File: src/rtl/mult_div_unit_pkg.sv
// Shared types for the multiply/divide unit: op codes, FSM states, op decode helpers.
// Also imported by main-decoder control generation so op encodings stay in one place.
package mult_div_unit_pkg;

  localparam int MDU_WIDTH = 32;

  typedef enum logic [1:0] {
    OP_MULT  = 2'b00,
    OP_MULTU = 2'b01,
    OP_DIV   = 2'b10,
    OP_DIVU  = 2'b11
  } op_e;

  typedef enum logic [1:0] {
    ST_IDLE = 2'd0,
    ST_RUN  = 2'd1,
    ST_FIX  = 2'd2
  } state_e;

  function automatic logic op_is_signed(op_e op);
    return (op == OP_MULT) || (op == OP_DIV);
  endfunction

  function automatic logic op_is_div(op_e op);
    return op[1];
  endfunction

endpackage

File: src/rtl/mult_div_unit_if.sv
// Request/result bundle between EX and the multiply/divide unit.
// master = EX stage / hazard unit side, slave = the unit itself.
interface mult_div_unit_if #(parameter int WIDTH = 32);
  import mult_div_unit_pkg::*;

  logic             start;
  op_e              op;
  logic [WIDTH-1:0] In1;
  logic [WIDTH-1:0] In2;
  logic             hi_we;
  logic             lo_we;
  logic [WIDTH-1:0] hi;
  logic [WIDTH-1:0] lo;
  logic             busy;
  logic             done;

  modport master (
    output start, op, In1, In2, hi_we, lo_we,
    input  hi, lo, busy, done
  );

  modport slave (
    input  start, op, In1, In2, hi_we, lo_we,
    output hi, lo, busy, done
  );

endinterface

File: src/rtl/mult_div_unit_abs_neg.sv
// Conditional two's-complement: y = neg ? -a : a. Purely combinational.
// Used for operand magnitudes at accept and for result sign fix-up.
module mult_div_unit_abs_neg #(
  parameter int WIDTH = 32
) (
  input  logic             neg,
  input  logic [WIDTH-1:0] a,
  output logic [WIDTH-1:0] y
);

  assign y = neg ? (WIDTH'(0) - a) : a;

endmodule

File: src/rtl/mult_div_unit.sv
// Iterative MULT/MULTU/DIV/DIVU with architectural HI/LO; one result bit per cycle.
// Fixed latency WIDTH+2 edges from accept to HI/LO write; start is ignored while busy.
module mult_div_unit
  import mult_div_unit_pkg::*;
#(
  parameter int WIDTH = MDU_WIDTH
) (
  input logic            clk,
  input logic            rst_n,
  mult_div_unit_if.slave bus
);

  localparam int CW = $clog2(WIDTH + 1);
  localparam int AW = 2 * WIDTH + 1;

  state_e           state, state_nxt;
  op_e              op_q;
  logic [CW-1:0]    count;
  logic [AW-1:0]    acc;
  logic [WIDTH-1:0] opb;
  logic             sign_a, sign_b;
  logic [WIDTH-1:0] hi_q, lo_q;
  logic             done_q;

  logic             sgn_in;
  logic [WIDTH-1:0] abs_in1, abs_in2;

  assign sgn_in = op_is_signed(bus.op);

  mult_div_unit_abs_neg #(.WIDTH(WIDTH)) u_abs_a (
    .neg (sgn_in & bus.In1[WIDTH-1]),
    .a   (bus.In1),
    .y   (abs_in1)
  );

  mult_div_unit_abs_neg #(.WIDTH(WIDTH)) u_abs_b (
    .neg (sgn_in & bus.In2[WIDTH-1]),
    .a   (bus.In2),
    .y   (abs_in2)
  );

  // One iteration: shift-add for multiply, restoring shift-subtract for divide.
  logic [WIDTH:0]  upper, mul_sum, div_diff;
  logic [AW-1:0]   mul_step, div_shift, div_step, acc_step;

  always_comb begin
    upper     = acc[AW-1:WIDTH];
    mul_sum   = acc[0] ? (upper + {1'b0, opb}) : upper;
    mul_step  = {1'b0, mul_sum, acc[WIDTH-1:1]};
    div_shift = {acc[AW-2:0], 1'b0};
    div_diff  = div_shift[AW-1:WIDTH] - {1'b0, opb};
    div_step  = div_diff[WIDTH] ? div_shift
                                : {div_diff, div_shift[WIDTH-1:1], 1'b1};
    acc_step  = op_is_div(op_q) ? div_step : mul_step;
  end

  logic [2*WIDTH-1:0] prod_fix;
  logic [WIDTH-1:0]   quo_fix, rem_fix;
  logic [WIDTH-1:0]   hi_res, lo_res;

  mult_div_unit_abs_neg #(.WIDTH(2*WIDTH)) u_fix_prod (
    .neg (sign_a ^ sign_b),
    .a   (acc[2*WIDTH-1:0]),
    .y   (prod_fix)
  );

  mult_div_unit_abs_neg #(.WIDTH(WIDTH)) u_fix_quo (
    .neg (sign_a ^ sign_b),
    .a   (acc[WIDTH-1:0]),
    .y   (quo_fix)
  );

  // Remainder takes the sign of the dividend.
  mult_div_unit_abs_neg #(.WIDTH(WIDTH)) u_fix_rem (
    .neg (sign_a),
    .a   (acc[2*WIDTH-1:WIDTH]),
    .y   (rem_fix)
  );

  // Divide by zero leaves the dividend in the remainder naturally; only the quotient is forced.
  always_comb begin
    if (op_is_div(op_q)) begin
      hi_res = rem_fix;
      lo_res = (opb == '0) ? '1 : quo_fix;
    end else begin
      hi_res = prod_fix[2*WIDTH-1:WIDTH];
      lo_res = prod_fix[WIDTH-1:0];
    end
  end

  always_ff @(posedge clk or negedge rst_n) begin
    if (!rst_n) state <= ST_IDLE;
    else        state <= state_nxt;
  end

  // RUN holds one extra cycle at count==WIDTH so every op lands at exactly WIDTH+2 edges.
  always_comb begin
    state_nxt = state;
    unique case (state)
      ST_IDLE: if (bus.start)           state_nxt = ST_RUN;
      ST_RUN:  if (count == CW'(WIDTH)) state_nxt = ST_FIX;
      ST_FIX:                           state_nxt = ST_IDLE;
      default:                          state_nxt = ST_IDLE;
    endcase
  end

  always_comb begin
    bus.busy = (state != ST_IDLE);
  end

  assign bus.hi   = hi_q;
  assign bus.lo   = lo_q;
  assign bus.done = done_q;

  always_ff @(posedge clk or negedge rst_n) begin
    if (!rst_n) begin
      op_q   <= OP_MULT;
      count  <= '0;
      acc    <= '0;
      opb    <= '0;
      sign_a <= 1'b0;
      sign_b <= 1'b0;
      hi_q   <= '0;
      lo_q   <= '0;
      done_q <= 1'b0;
    end else begin
      done_q <= 1'b0;
      case (state)
        ST_IDLE: begin
          if (bus.start) begin
            op_q   <= bus.op;
            count  <= '0;
            sign_a <= sgn_in & bus.In1[WIDTH-1];
            sign_b <= sgn_in & bus.In2[WIDTH-1];
            if (op_is_div(bus.op)) begin
              acc <= {{(WIDTH+1){1'b0}}, abs_in1};
              opb <= abs_in2;
            end else begin
              acc <= {{(WIDTH+1){1'b0}}, abs_in2};
              opb <= abs_in1;
            end
          end else begin
            if (bus.hi_we) hi_q <= bus.In1;
            if (bus.lo_we) lo_q <= bus.In1;
          end
        end
        ST_RUN: begin
          if (count != CW'(WIDTH)) begin
            acc   <= acc_step;
            count <= count + CW'(1);
          end
        end
        ST_FIX: begin
          hi_q   <= hi_res;
          lo_q   <= lo_res;
          done_q <= 1'b1;
        end
        default: ;
      endcase
    end
  end

endmodule
File: src/flat_wrapper.sv
// flat-port wrapper written by rule: the top's interface ports become plain ports
module mult_div_unit_flat import mult_div_unit_pkg::*;
#(
  parameter int WIDTH = MDU_WIDTH
)
  (clk, rst_n, bus_start, bus_op, bus_In1, bus_In2, bus_hi_we, bus_lo_we, bus_hi, bus_lo, bus_busy, bus_done);
  mult_div_unit_if #(.WIDTH(WIDTH)) bus_i ();
  input logic clk;
  input logic rst_n;
  input wire logic [$bits(bus_i.start)-1:0] bus_start;
  input wire logic [$bits(bus_i.op)-1:0] bus_op;
  input wire logic [$bits(bus_i.In1)-1:0] bus_In1;
  input wire logic [$bits(bus_i.In2)-1:0] bus_In2;
  input wire logic [$bits(bus_i.hi_we)-1:0] bus_hi_we;
  input wire logic [$bits(bus_i.lo_we)-1:0] bus_lo_we;
  output wire logic [$bits(bus_i.hi)-1:0] bus_hi;
  output wire logic [$bits(bus_i.lo)-1:0] bus_lo;
  output wire logic [$bits(bus_i.busy)-1:0] bus_busy;
  output wire logic [$bits(bus_i.done)-1:0] bus_done;
  assign bus_i.start = bus_start;
  assign bus_i.op = bus_op;
  assign bus_i.In1 = bus_In1;
  assign bus_i.In2 = bus_In2;
  assign bus_i.hi_we = bus_hi_we;
  assign bus_i.lo_we = bus_lo_we;
  assign bus_hi = bus_i.hi;
  assign bus_lo = bus_i.lo;
  assign bus_busy = bus_i.busy;
  assign bus_done = bus_i.done;
  mult_div_unit #(.WIDTH(WIDTH)) u_core (.clk(clk), .rst_n(rst_n), .bus(bus_i));
endmodule
File: config.mk
export PLATFORM = sky130hd
export DESIGN_NAME = mult_div_unit_flat
export DESIGN_NICKNAME = d
export VERILOG_FILES = /design/src/rtl/mult_div_unit_pkg.sv /design/src/rtl/mult_div_unit_if.sv /design/src/rtl/mult_div_unit_abs_neg.sv /design/src/rtl/mult_div_unit.sv /design/src/flat_wrapper.sv
export SDC_FILE = /design/constraint.sdc
export NUM_CORES = 1
export LEC_CHECK = 0
export CAP_MARGIN = 10
export CELL_PAD_IN_SITES_DETAIL_PLACEMENT = 0
export CELL_PAD_IN_SITES_GLOBAL_PLACEMENT = 1
export CORE_AREA = 2 2 325 198
export CTS_BUF_LIST = sky130_fd_sc_hd__clkbuf_16
export CTS_CLUSTER_DIAMETER = 30
export DETAILED_ROUTE_END_ITERATION = 10
export DIE_AREA = 0 0 327 200
export DONT_BUFFER_PORTS = 1
export GPL_TIMING_DRIVEN = 0
export HOLD_SLACK_MARGIN = 0.03
export PLACE_DENSITY = 0.57
export SLEW_MARGIN = 5
export SYNTH_ARGS = -nofsm -noshare
export SYNTH_HDL_FRONTEND = slang
export SYNTH_SLANG_ARGS = --single-unit
export TNS_END_PERCENT = 30
File: constraint.sdc
create_clock -name clk -period 4.2 [get_ports clk]
set_input_delay 0.63 -clock clk [delete_from_list [all_inputs] [get_ports clk]]
set_output_delay 0.63 -clock clk [all_outputs]
set_load 0.005 [all_outputs]
# Yosys cells after proc, flatten, opt, wreduce, memory -nomap -nowiden
# Cells that the tools add are included.
# op_classes
add_sub_neg	8
n_eq_ne	11
n_mux	29
bitwise_logic	3
n_reduce_logical	12
# op_table
cell	n
two-way mux 32 bit	13
two-way mux 65 bit	4
case mux 65 bit (2 select lines)	1
case mux 32 bit (2 select lines)	2
subtractor 1 x 32 -> 32 bit, first input constant	4
two-way mux 64 bit	1
subtractor 1 x 64 -> 64 bit, first input constant	1
adder 33 x 32 -> 33 bit	1
two-way mux 33 bit	1
subtractor 33 x 32 -> 33 bit	1
zero test 32 bit	1
two-way mux 6 bit	2
case mux 6 bit (2 select lines)	1
AND reduction 3 bit	3
!= test 2 bit, second input constant	4
adder 6 x 1 -> 6 bit, second input constant	1
== test 6 bit, second input constant	1
!= test 6 bit, second input constant	1
nonzero test 2 bit	3
== test 2 bit, second input constant	2
zero test 2 bit	2
two-way mux 2 bit	2
!= test 2 x 1 -> 1 bit, second input constant	2
case mux 2 bit (2 select lines)	1
other kinds (6)	8
# totals
regBits	174
output_inout_bits	66
wordCells	73

# Longest topological paths before layout
# Gate-level depths: netlist of the first run.
# logic_depth
ltp_word	7
mapped_depth	20
ltp_nobuf	18

# Cells and area by module
# From an unflattened synthesis of the first run, not the netlist that was laid out.
# unflattened
hier_cells	2269
area_unflattened_um2	17675.7
# modules_own_cells
mod	instances	cells_each	area_per_inst_um2
mult_div_unit	1	1639	13153.9
mult_div_unit_abs_neg (u_core.u_abs_a ...)	4	108	767.0
mult_div_unit_abs_neg (u_core.u_fix_prod)	1	198	1453.9

# Worst setup path after synthesis of the first run
# OpenSTA, ideal clock, no wires.
# synth_timing
path_type	register to register
startpoint	register u_core.acc[31]
endpoint	register u_core.acc[33]
setup_time_ns	0.134
arrival_ns	3.663
setup_slack_ns	0.403
stages_incl_launch_ff	20
path_buffers	3
synth_period_minus_slack_ns	3.797
cell_sequence	dfrtp_1 > inv_1 > ha_1 > fa_1 > nand2b_1 > a21oi_1 > o211ai_1 > a21oi_1 > o211ai_1 > a21o_1 > nand2b_1 > a21oi_1 > o21ai_0 > ha_1 > clkbuf_1 > clkbuf_1 > buf_1 > a21oi_1 > a21oi_1 > o22ai_1
# synth_via
elab_chain_len	5
# synth_rtl
item	line	text
start, declared	mult_div_unit.sv:19	logic [AW-1:0] acc;
start signal, assigned	mult_div_unit.sv:136	acc <= {{(WIDTH+1){1'b0}}, abs_in1};
start signal, assigned	mult_div_unit.sv:139	acc <= {{(WIDTH+1){1'b0}}, abs_in2};
start signal, assigned	mult_div_unit.sv:149	acc <= acc_step;
subtractor 33 x 32 -> 33 bit	mult_div_unit.sv:51	div_diff = div_shift[AW-1:WIDTH] - {1'b0, opb};
two-way mux 65 bit	mult_div_unit.sv:52	div_step = div_diff[WIDTH] ? div_shift
two-way mux 65 bit	mult_div_unit.sv:54	acc_step = op_is_div(op_q) ? div_step : mul_step;
two-way mux 65 bit	mult_div_unit.sv:148	if (count != CW'(WIDTH)) begin
case mux 65 bit (2 select lines)	mult_div_unit.sv:128	case (state)
# No other way between the ends. The select of a mux whose other input is x is not followed.
# A chain may end at the register's enable or synchronous reset.

# Worst setup path in the final report of the first run
# layout_timing
startpoint	register u_core.opb[0]
endpoint	register u_core.acc[59]
# layout_via
elab_chain_len	5
# layout_rtl
item	line	text
start, declared	mult_div_unit.sv:20	logic [WIDTH-1:0] opb;
start signal, assigned	mult_div_unit.sv:137	opb <= abs_in2;
start signal, assigned	mult_div_unit.sv:140	opb <= abs_in1;
adder 33 x 32 -> 33 bit or subtractor 33 x 32 -> 33 bit (tied branches)	mult_div_unit.sv:48, mult_div_unit.sv:51	
two-way mux 33 bit or two-way mux 65 bit (tied branches)	mult_div_unit.sv:48, mult_div_unit.sv:52	
two-way mux 65 bit (*)	mult_div_unit.sv:54	
two-way mux 65 bit (*)	mult_div_unit.sv:148	
case mux 65 bit (2 select lines) (*)	mult_div_unit.sv:128	
# Mark *: on every way between the ends. The rest lies on a longest branch, timed or not. The select of a mux whose other input is x is not followed.

==> results of run 1 <==
cell families after synthesis:
logic type / share of synthesized area
AO/OA/AOI/OAI: 0.285
AND/OR/NAND/NOR: 0.185
buffers and inverters: 0.0487
flip-flops: 0.280
XOR/XNOR: 0.0945
adder cells (fa/ha/maj): 0.0600
multiplexers: 0.0469
worst max-delay path: stages (launching register included):
cell and delay (ps):
dfrtp_2 480, ha_4 200, fa_2 370, nand2b_4 170
a21oi_4 230, o211ai_1 280, a21oi_4 370, o211ai_1 230
a21o_1 220, nand2b_1 120, a21oi_2 80, o21ai_2 200
ha_4 220, buf_6 140, nand2_8 90, or2_4 330
mux2i_4 160, o32ai_2 110
final cells by class:
cell class                      count  area [um2]  share of cell area
Multi-Input combinational cell   1593       10700               0.605
Inverter                           74         287              0.0162
Tap cell                          839        1050              0.0592
Clock buffer                       17         425              0.0240
Timing Repair Buffer               26         203              0.0114
Sequential cell                   173        4340               0.245
Buffer                            126         538              0.0303
Antenna cell                        2        5.00            0.000282
Clock inverter                     15         150             0.00847
sequential cells by signal, indices dropped and copies added, names as in the netlist:
signal,count
u_core.count,6
u_core.sign_a,1
u_core.state,2
u_core.bus.lo,32
u_core.sign_b,1
u_core.bus.hi,32
u_core.acc,65
u_core.opb,32
u_core.op_q,1
u_core.bus.done,1
cells in the final DEF, fill, tap and decap left out, types with 58 or more instances in the layout:
cell type and count:
mux2i_1 58, inv_1 65, nand2_1 178, xnor2_1 89, dfrtp_1 165, o21ai_0 178
clkbuf_1 107, nor2_1 129, xor2_1 77, a21oi_1 213, ha_1 66
timing repair:
item,4_1_cts,5_1_grt
cloned,0,1
buffers inserted,7,17
gates resized for setup,54,63
setup endpoints to repair,52,69
pin swaps,6,28
endpoints found under the hold margin,173,173
stage by stage:
step | area (um2) | setup TNS, ps | setup slack, ps | total power, mW | instances
4_1_cts | 17400 | 0 | 15.2 | 19.1 | 2845
3_5_place_dp | 16500 | -58700 | -1920 | 16.8 | 2807
3_3_place_gp | 16500 | -60760 | -1910 | 16.8 | 2806
2_1_floorplan | 15500 | 0 | 403 | 12.1 | 1967
6_report | 17700 | 0 | 9.01 | 20.5 | 2865
5_1_grt | 17700 | -1520 | -118 | 21.6 | 2864
routing by layer:
metal	wire, um	track usage
met1	41600	0.389
met2	28800	0.296
met3	13900	0.147
met4	801	0.0381
met5	287	0.0217
worst paths after layout:
check	to	from	slack, ps
worst max-delay path	u_core.acc[59]$_DFFE_PN0P_	u_core.opb[0]$_DFFE_PN0P_	9
worst min-delay path	u_core.bus.hi[25]$_DFFE_PN0P_	rst_n	-140
worst max register to register	u_core.acc[59]$_DFFE_PN0P_	u_core.opb[0]$_DFFE_PN0P_	9
worst min register to register	u_core.acc[64]$_DFFE_PN0P_	u_core.acc[64]$_DFFE_PN0P_	520
max in group asynchronous	u_core.opb[0]$_DFFE_PN0P_	rst_n	3870
min in group clk	u_core.bus.lo[17]$_DFFE_PN0P_	bus_In1[17]	290
where the power goes:
group | switching (mW) | internal, mW | total, mW
combinational | 9.21 | 5.48 | 14.7
clock | 0.898 | 0.792 | 1.69
sequential | 1.53 | 2.55 | 4.08
total | 11.6 | 8.82 | 20.5
==> impl_metrics.sql, run 1 <==
INSERT INTO impl_metrics (metric_group, metric, value, unit) VALUES
('drt', 'detailedRoute.firstPassIterationCount', '6', ''),
('run_status', 'run_status', 'finished, violations left', ''),
('timing', 'hold-worst-slack', '-143', 'ps'),
('die', 'io-pin-count', '137', ''),
('placement', 'portBuffers', '0', ''),
('die', 'placeableCoreArea', '0.0623', 'mm2'),
('logic_synthesis', 'synth.yosys.seq_area_share', '0.280', ''),
('critical_path', 'kind_of_critical_path', 'reg2reg', ''),
('cts', 'htreeDepth', '4', ''),
('critical_path', 'worstPathArrival', '4490', 'ps'),
('layout', 'final_core_util', '0.285', ''),
('drt', 'avgRoutedWirePerCell', '29.8', 'um'),
('logic_synthesis', 'synth_top_area_frac', '0.280', ''),
('power', 'powerDensity', '1150', 'mW/mm2'),
('global_routing', 'grt_remaining_overflow', '0', ''),
('global_routing', 'largest_net_degree_at_the_start_of_global_routing', '174', ''),
('drt', 'final_antenna_violating_net_count', '0', ''),
('logic_synthesis', 'post_synthesis_cell_type_count', '75', ''),
('die', 'die_w', '327', 'um'),
('die', 'floorplan.die_area', '0.0654', 'mm2'),
('layout', 'finish.net_count', '2155', ''),
('critical_path', 'startpoint_type', 'flip-flop', ''),
('power', 'leakagePower', '6.81', 'nW'),
('timing', 'fmaxAchievable', '0.239', 'GHz'),
('layout', 'layout-area-overhead-vs-synth', '14.5', '%'),
('cts', 'total_cts_buffers', '17', ''),
('global_routing', 'grt_pass1_vias', '15300', ''),
('cts', 'cts.reportedPaths.clkPinSlew', '90', 'ps'),
('drt', 'finalWirelength', '85300', 'um'),
('logic_synthesis', 'synthDominantAreaCellType', 'dfrtp_1', ''),
('logic_synthesis', 'post_synth_edffs', '0', ''),
('cts', 'clkSinkCount', '173', ''),
('placement', 'gp_routability_congestion', '0.982', ''),
('logic_synthesis', 'ys_seq_elements', '173', ''),
('drt', 'drt_drc_violations_left', '0', ''),
('timing', 'layout_worst_path_cycle_share', '0.998', ''),
('critical_path', 'critical_path.endpoint_type', 'flip-flop', ''),
('drt', 'via_count', '16700', ''),
('logic_synthesis', 'synth_area_per_cell', '7.87', 'um2'),
('job', 'cap_viol_max_count', '0', ''),
('timing', 'maxSlewHeadroom', '0.161', ''),
('die', 'placementRows', '71', ''),
('logic_synthesis', 'syn-num-nets', '2111', ''),
('run_status', 'violations', 'negative hold slack', ''),
('drt', 'post_drt_via_cell_ratio', '5.83', ''),
('logic_synthesis', 'synth.cells.most_frequent', 'a21oi_1, o21ai_0, nand2_1', ''),
('worst_hold_path', 'worst_hold_path_type', 'in2async', ''),
('layout', 'final.fill_count', '6742', ''),
('timing', 'report.final.hold_viol_count', '173', ''),
('logic_synthesis', 'synth_async_sr_flop_share', '1.00', ''),
('timing', 'setup-violations-final', '0', ''),
('global_routing', 'global_route.usage.total', '0.256', ''),
('timing', 'rsz0062_at_grt', 'true', ''),
('logic_synthesis', 'synth-warning-count', '0', ''),
('power', 'ir_worst_vdd', '492', 'uV'),
('cts', 'tritoncts_clock_tree', 'done', ''),
('die', 'initial_utilization', '0.249', ''),
('global_routing', 'number_of_antenna_violations_at_the_first_check_in_global_routing', '3', ''),
('logic_synthesis', 'synthCells', '1967', ''),
('global_routing', 'grt_first_pass_wirelength', '119000', 'um'),
('cts', 'worst_skew_pair.late_latency', '470', 'ps'),
('timing', 'final-max-slew-violation-count', '0', ''),
('timing', 'fin_crit', '4190', 'ps'),
('layout', 'layout_cell_share_with_drive_strength_beyond_1', '0.0810', ''),
('critical_path', 'critical_path_required', '4500', 'ps'),
('cts', 'clock_path_buffers', '2', ''),
('drt', 'drt_iter0_drc', '2079', ''),
('cts', 'clk_root_buffer_cell', 'clkbuf_16', ''),
('logic_synthesis', 'ys_dominant_reg_cell', 'dfrtp_1', ''),
('logic_synthesis', 'post-synth-top-count-cell', 'a21oi_1', ''),
('critical_path', 'critPathMaxFanout', '8', ''),
('critical_path', 'reg2regPathDepth', '17', ''),
('timing', 'worst_slew_pin_slew', '1250', 'ps'),
('timing', 'worst_clock_skew', '13.4', 'ps'),
('placement', 'hpwl', '68800', 'um'),
('logic_synthesis', 'post_synth_instance_area', '0.0155', 'mm2'),
('logic_synthesis', 'synthTopCellsByArea', 'dfrtp_1, a21oi_1, o21ai_0, ha_1, xnor2_1', ''),
('die', 'die_h', '200', 'um');
Note: power is estimated with default switching activity, not from simulation.
==> run 2, diff against run 1 <==
- CORE_AREA: 2 2 325 198 -> 2 2 257 158
- CTS_BUF_LIST: sky130_fd_sc_hd__clkbuf_16 -> default
- DIE_AREA: 0 0 327 200 -> 0 0 259 160
- PLACE_DENSITY: 0.57 -> 0.78
==> impl_metrics.sql, run 2 (same netlist as run 1, synthesis figures left out) <==
INSERT INTO impl_metrics (metric_group, metric, value, unit) VALUES
('timing', 'fmaxAchievable', '0.239', 'GHz'),
('layout', 'layout_cell_share_with_drive_strength_beyond_1', '0.0655', ''),
('critical_path', 'reg2reg_slack', '10', 'ps'),
('power', 'power_frac_clock', '0.086', ''),
('power', 'finalPower', '19.3', 'mW'),
('cts', 'clk_root_buffer_cell', 'clkbuf_16', ''),
('critical_path', 'cpPeakStageDelay', '480', 'ps'),
('global_routing', 'grt_pass1_vias', '15000', ''),
('critical_path', 'worst_r2r_startpoint', 'u_core.opb[0]$_DFFE_PN0P_', ''),
('power', 'power.share.switching', '0.566', ''),
('run_status', 'run_status', 'finished, violations left', ''),
('critical_path', 'crit_path_start', 'u_core.opb[0]$_DFFE_PN0P_', ''),
('power', 'leakagePower', '6.71', 'nW'),
('layout', 'layout-area-overhead-vs-synth', '10.2', '%'),
('timing', 'setup-violations-final', '0', ''),
('drt', 'finalWirelength', '75100', 'um'),
('critical_path', 'reg2regPathDepth', '17', ''),
('die', 'placeableCoreArea', '0.0394', 'mm2'),
('timing', 'hold-worst-slack', '-138', 'ps'),
('die', 'die_h', '160', 'um'),
('timing', 'fin_ws', '10.4', 'ps'),
('job', 'cap_viol_max_count', '0', ''),
('cts', 'clock_path_buffers', '2', ''),
('layout', 'design_area', '0.0171', 'mm2'),
('placement', 'place_area', '0.0162', 'mm2'),
('cts', 'total_cts_buffers', '17', ''),
('critical_path', 'worstPathArrival', '4520', 'ps'),
('drt', 'detailedRoute.firstPassIterationCount', '6', ''),
('placement', 'hpwl', '59800', 'um'),
('layout', 'finish.net_count', '2145', ''),
('cts', 'worst_skew_pair.late_latency', '470', 'ps'),
('placement', 'portBuffers', '0', ''),
('power', 'ir_worst_vdd', '468', 'uV'),
('critical_path', 'startpoint_type', 'flip-flop', ''),
('power', 'powerDensity', '1130', 'mW/mm2'),
('drt', 'post_drt_via_cell_ratio', '6.58', ''),
('critical_path', 'critPathMaxFanout', '10', ''),
('critical_path', 'cp_cell_sequence', 'ha_4, fa_2, nand2b_4, a21oi_4, o211ai_1, a21oi_4, o211ai_1, a21o_1, nand2b_1, a21oi_2, o21ai_2, ha_4, inv_4, clkbuf_8, nand2_2, o221ai_2, a22oi_1', ''),
('timing', 'worst_slew_pin_slew', '1100', 'ps'),
('layout', 'register_with_the_most_flip_flops', 'u_core.acc', ''),
('timing', 'fin_crit', '4190', 'ps'),
('run_status', 'violations', 'negative hold slack', ''),
('die', 'placementRows', '57', ''),
('global_routing', 'global_route.usage.total', '0.355', ''),
('layout', 'final_core_util', '0.432', ''),
('timing', 'final-max-slew-violation-count', '0', ''),
('drt', 'final_antenna_violating_net_count', '0', ''),
('die', 'floorplan.die_area', '0.0414', 'mm2'),
('critical_path', 'critical_path.endpoint_type', 'flip-flop', ''),
('layout', 'mostFrequentLayoutCell', 'a21oi_1', ''),
('timing', 'worst_clock_skew', '12.4', 'ps'),
('global_routing', 'grt_first_pass_wirelength', '108000', 'um'),
('critical_path', 'crit-reg2reg-capture', 'u_core.acc[58]$_DFFE_PN0P_', ''),
('timing', 'rsz0062_at_grt', 'true', ''),
('critical_path', 'critical_path_required', '4530', 'ps'),
('cts', 'clkSinkCount', '173', ''),
('drt', 'drt_iter0_drc', '2489', ''),
('power', 'comb_power_share', '0.707', ''),
('drt', 'avgRoutedWirePerCell', '29.5', 'um'),
('critical_path', 'critPathSlowestCell', 'dfrtp_2', ''),
('placement', 'place_worst_setup_slack', '-1670', 'ps'),
('critical_path', 'kind_of_critical_path', 'reg2reg', ''),
('layout', 'most_used_cells_in_the_layout_excluding_fill_and_tap_cells', 'a21oi_1, o21ai_0, nand2_1', ''),
('placement', 'gp_routability_congestion', '1.03', ''),
('drt', 'via_count', '16700', ''),
('die', 'initial_utilization', '0.393', ''),
('timing', 'report.final.hold_viol_count', '173', ''),
('cts', 'htreeDepth', '4', ''),
('cts', 'cts.reportedPaths.clkPinSlew', '80', 'ps'),
('die', 'io-pin-count', '137', ''),
('die', 'die_w', '259', 'um'),
('layout', 'antenna_fix_cells', '0', ''),
('power', 'cell_internal_pwr', '8.40', 'mW'),
('cts', 'tritoncts_clock_tree', 'done', ''),
('worst_hold_path', 'worst_hold_path_type', 'in2async', ''),
('global_routing', 'number_of_antenna_violations_at_the_first_check_in_global_routing', '0', ''),
('power', 'seq_power_share', '0.207', ''),
('global_routing', 'largest_net_degree_at_the_start_of_global_routing', '174', ''),
('timing', 'maxSlewHeadroom', '0.266', ''),
('layout', 'largest_reg_flops', '65', ''),
('power', 'power.switching', '10.9', 'mW'),
('drt', 'drt_drc_violations_left', '0', ''),
('timing', 'layout_worst_path_cycle_share', '0.998', ''),
('global_routing', 'grt_remaining_overflow', '0', ''),
('layout', 'final.fill_count', '3991', '');
run 2: cell types whose count changed in the layout (fill, tap and decap cells not counted), sizes merged:
cell and change:
buf -11, diode -2, clkbuf +1
run 2: power groups by stage:
stage	clock, mW	sequential, mW	combinational [mW]
2_1_floorplan	0	3.26	8.86
3_3_place_gp	0	3.94	12.3
3_5_place_dp	0	3.94	12.4
4_1_cts	1.65	3.91	12.7
5_1_grt	1.71	4.01	14.6
6_report	1.66	4.00	13.7
run 2: layout make-up:
| class | count | area, um2 | share of cell area |
|---|---|---|---|
| repair buffers | 16 | 120 | 0.00704 |
| multi-input cells | 1593 | 10600 | 0.619 |
| clock buffers | 17 | 425 | 0.0249 |
| inverters | 74 | 280 | 0.0164 |
| flip-flops and latches | 173 | 4340 | 0.254 |
| well taps | 531 | 664 | 0.0390 |
| plain buffers | 126 | 513 | 0.0301 |
| clock inverters | 15 | 149 | 0.00873 |
run 2: repair_timing:
item                       CTS  global route
gates resized for setup     35            31
pin swaps                    3            15
buffers inserted             2            14
setup endpoints to repair   43            42
hold endpoints to repair   173           173
run 2: routing by layer:
| layer | GRT usage | vias to the layer above | share of wire |
|---|---|---|---|
| met5 | 0 | - | 0 |
| met4 | 0.0696 | 0 | 0.016 |
| met3 | 0.189 | 79 | 0.18 |
| met2 | 0.415 | 1231 | 0.35 |
| met1 | 0.548 | 8141 | 0.46 |
| li1 | - | 7285 | - |
run 2: critical path: cells and delay by family (launching register included):
family          cells  cell delay, ps
compound gates      9            1930
fa+ha+maj           3             830
simple gates        3             490
flops               1             480
buf+inv             2             300
run 2: worst max path at each step:
stage	end	depth (start not counted)
after floorplan	u_core.acc[33]$_DFFE_PN0P_	19
after global routing	u_core.acc[58]$_DFFE_PN0P_	17
after CTS	u_core.acc[32]$_DFFE_PN0P_	18
final	u_core.acc[58]$_DFFE_PN0P_	17
after detailed placement	u_core.acc[41]$_DFFE_PN0P_	19
after global placement	u_core.acc[41]$_DFFE_PN0P_	19
run 2: metrics by stage:
step	TNS, ps	std cells
finish	0	2545
global route	-132	2545
CTS	0	2531
detailed placement	-46910	2498
global placement	-48820	2498
floorplan	0	1967
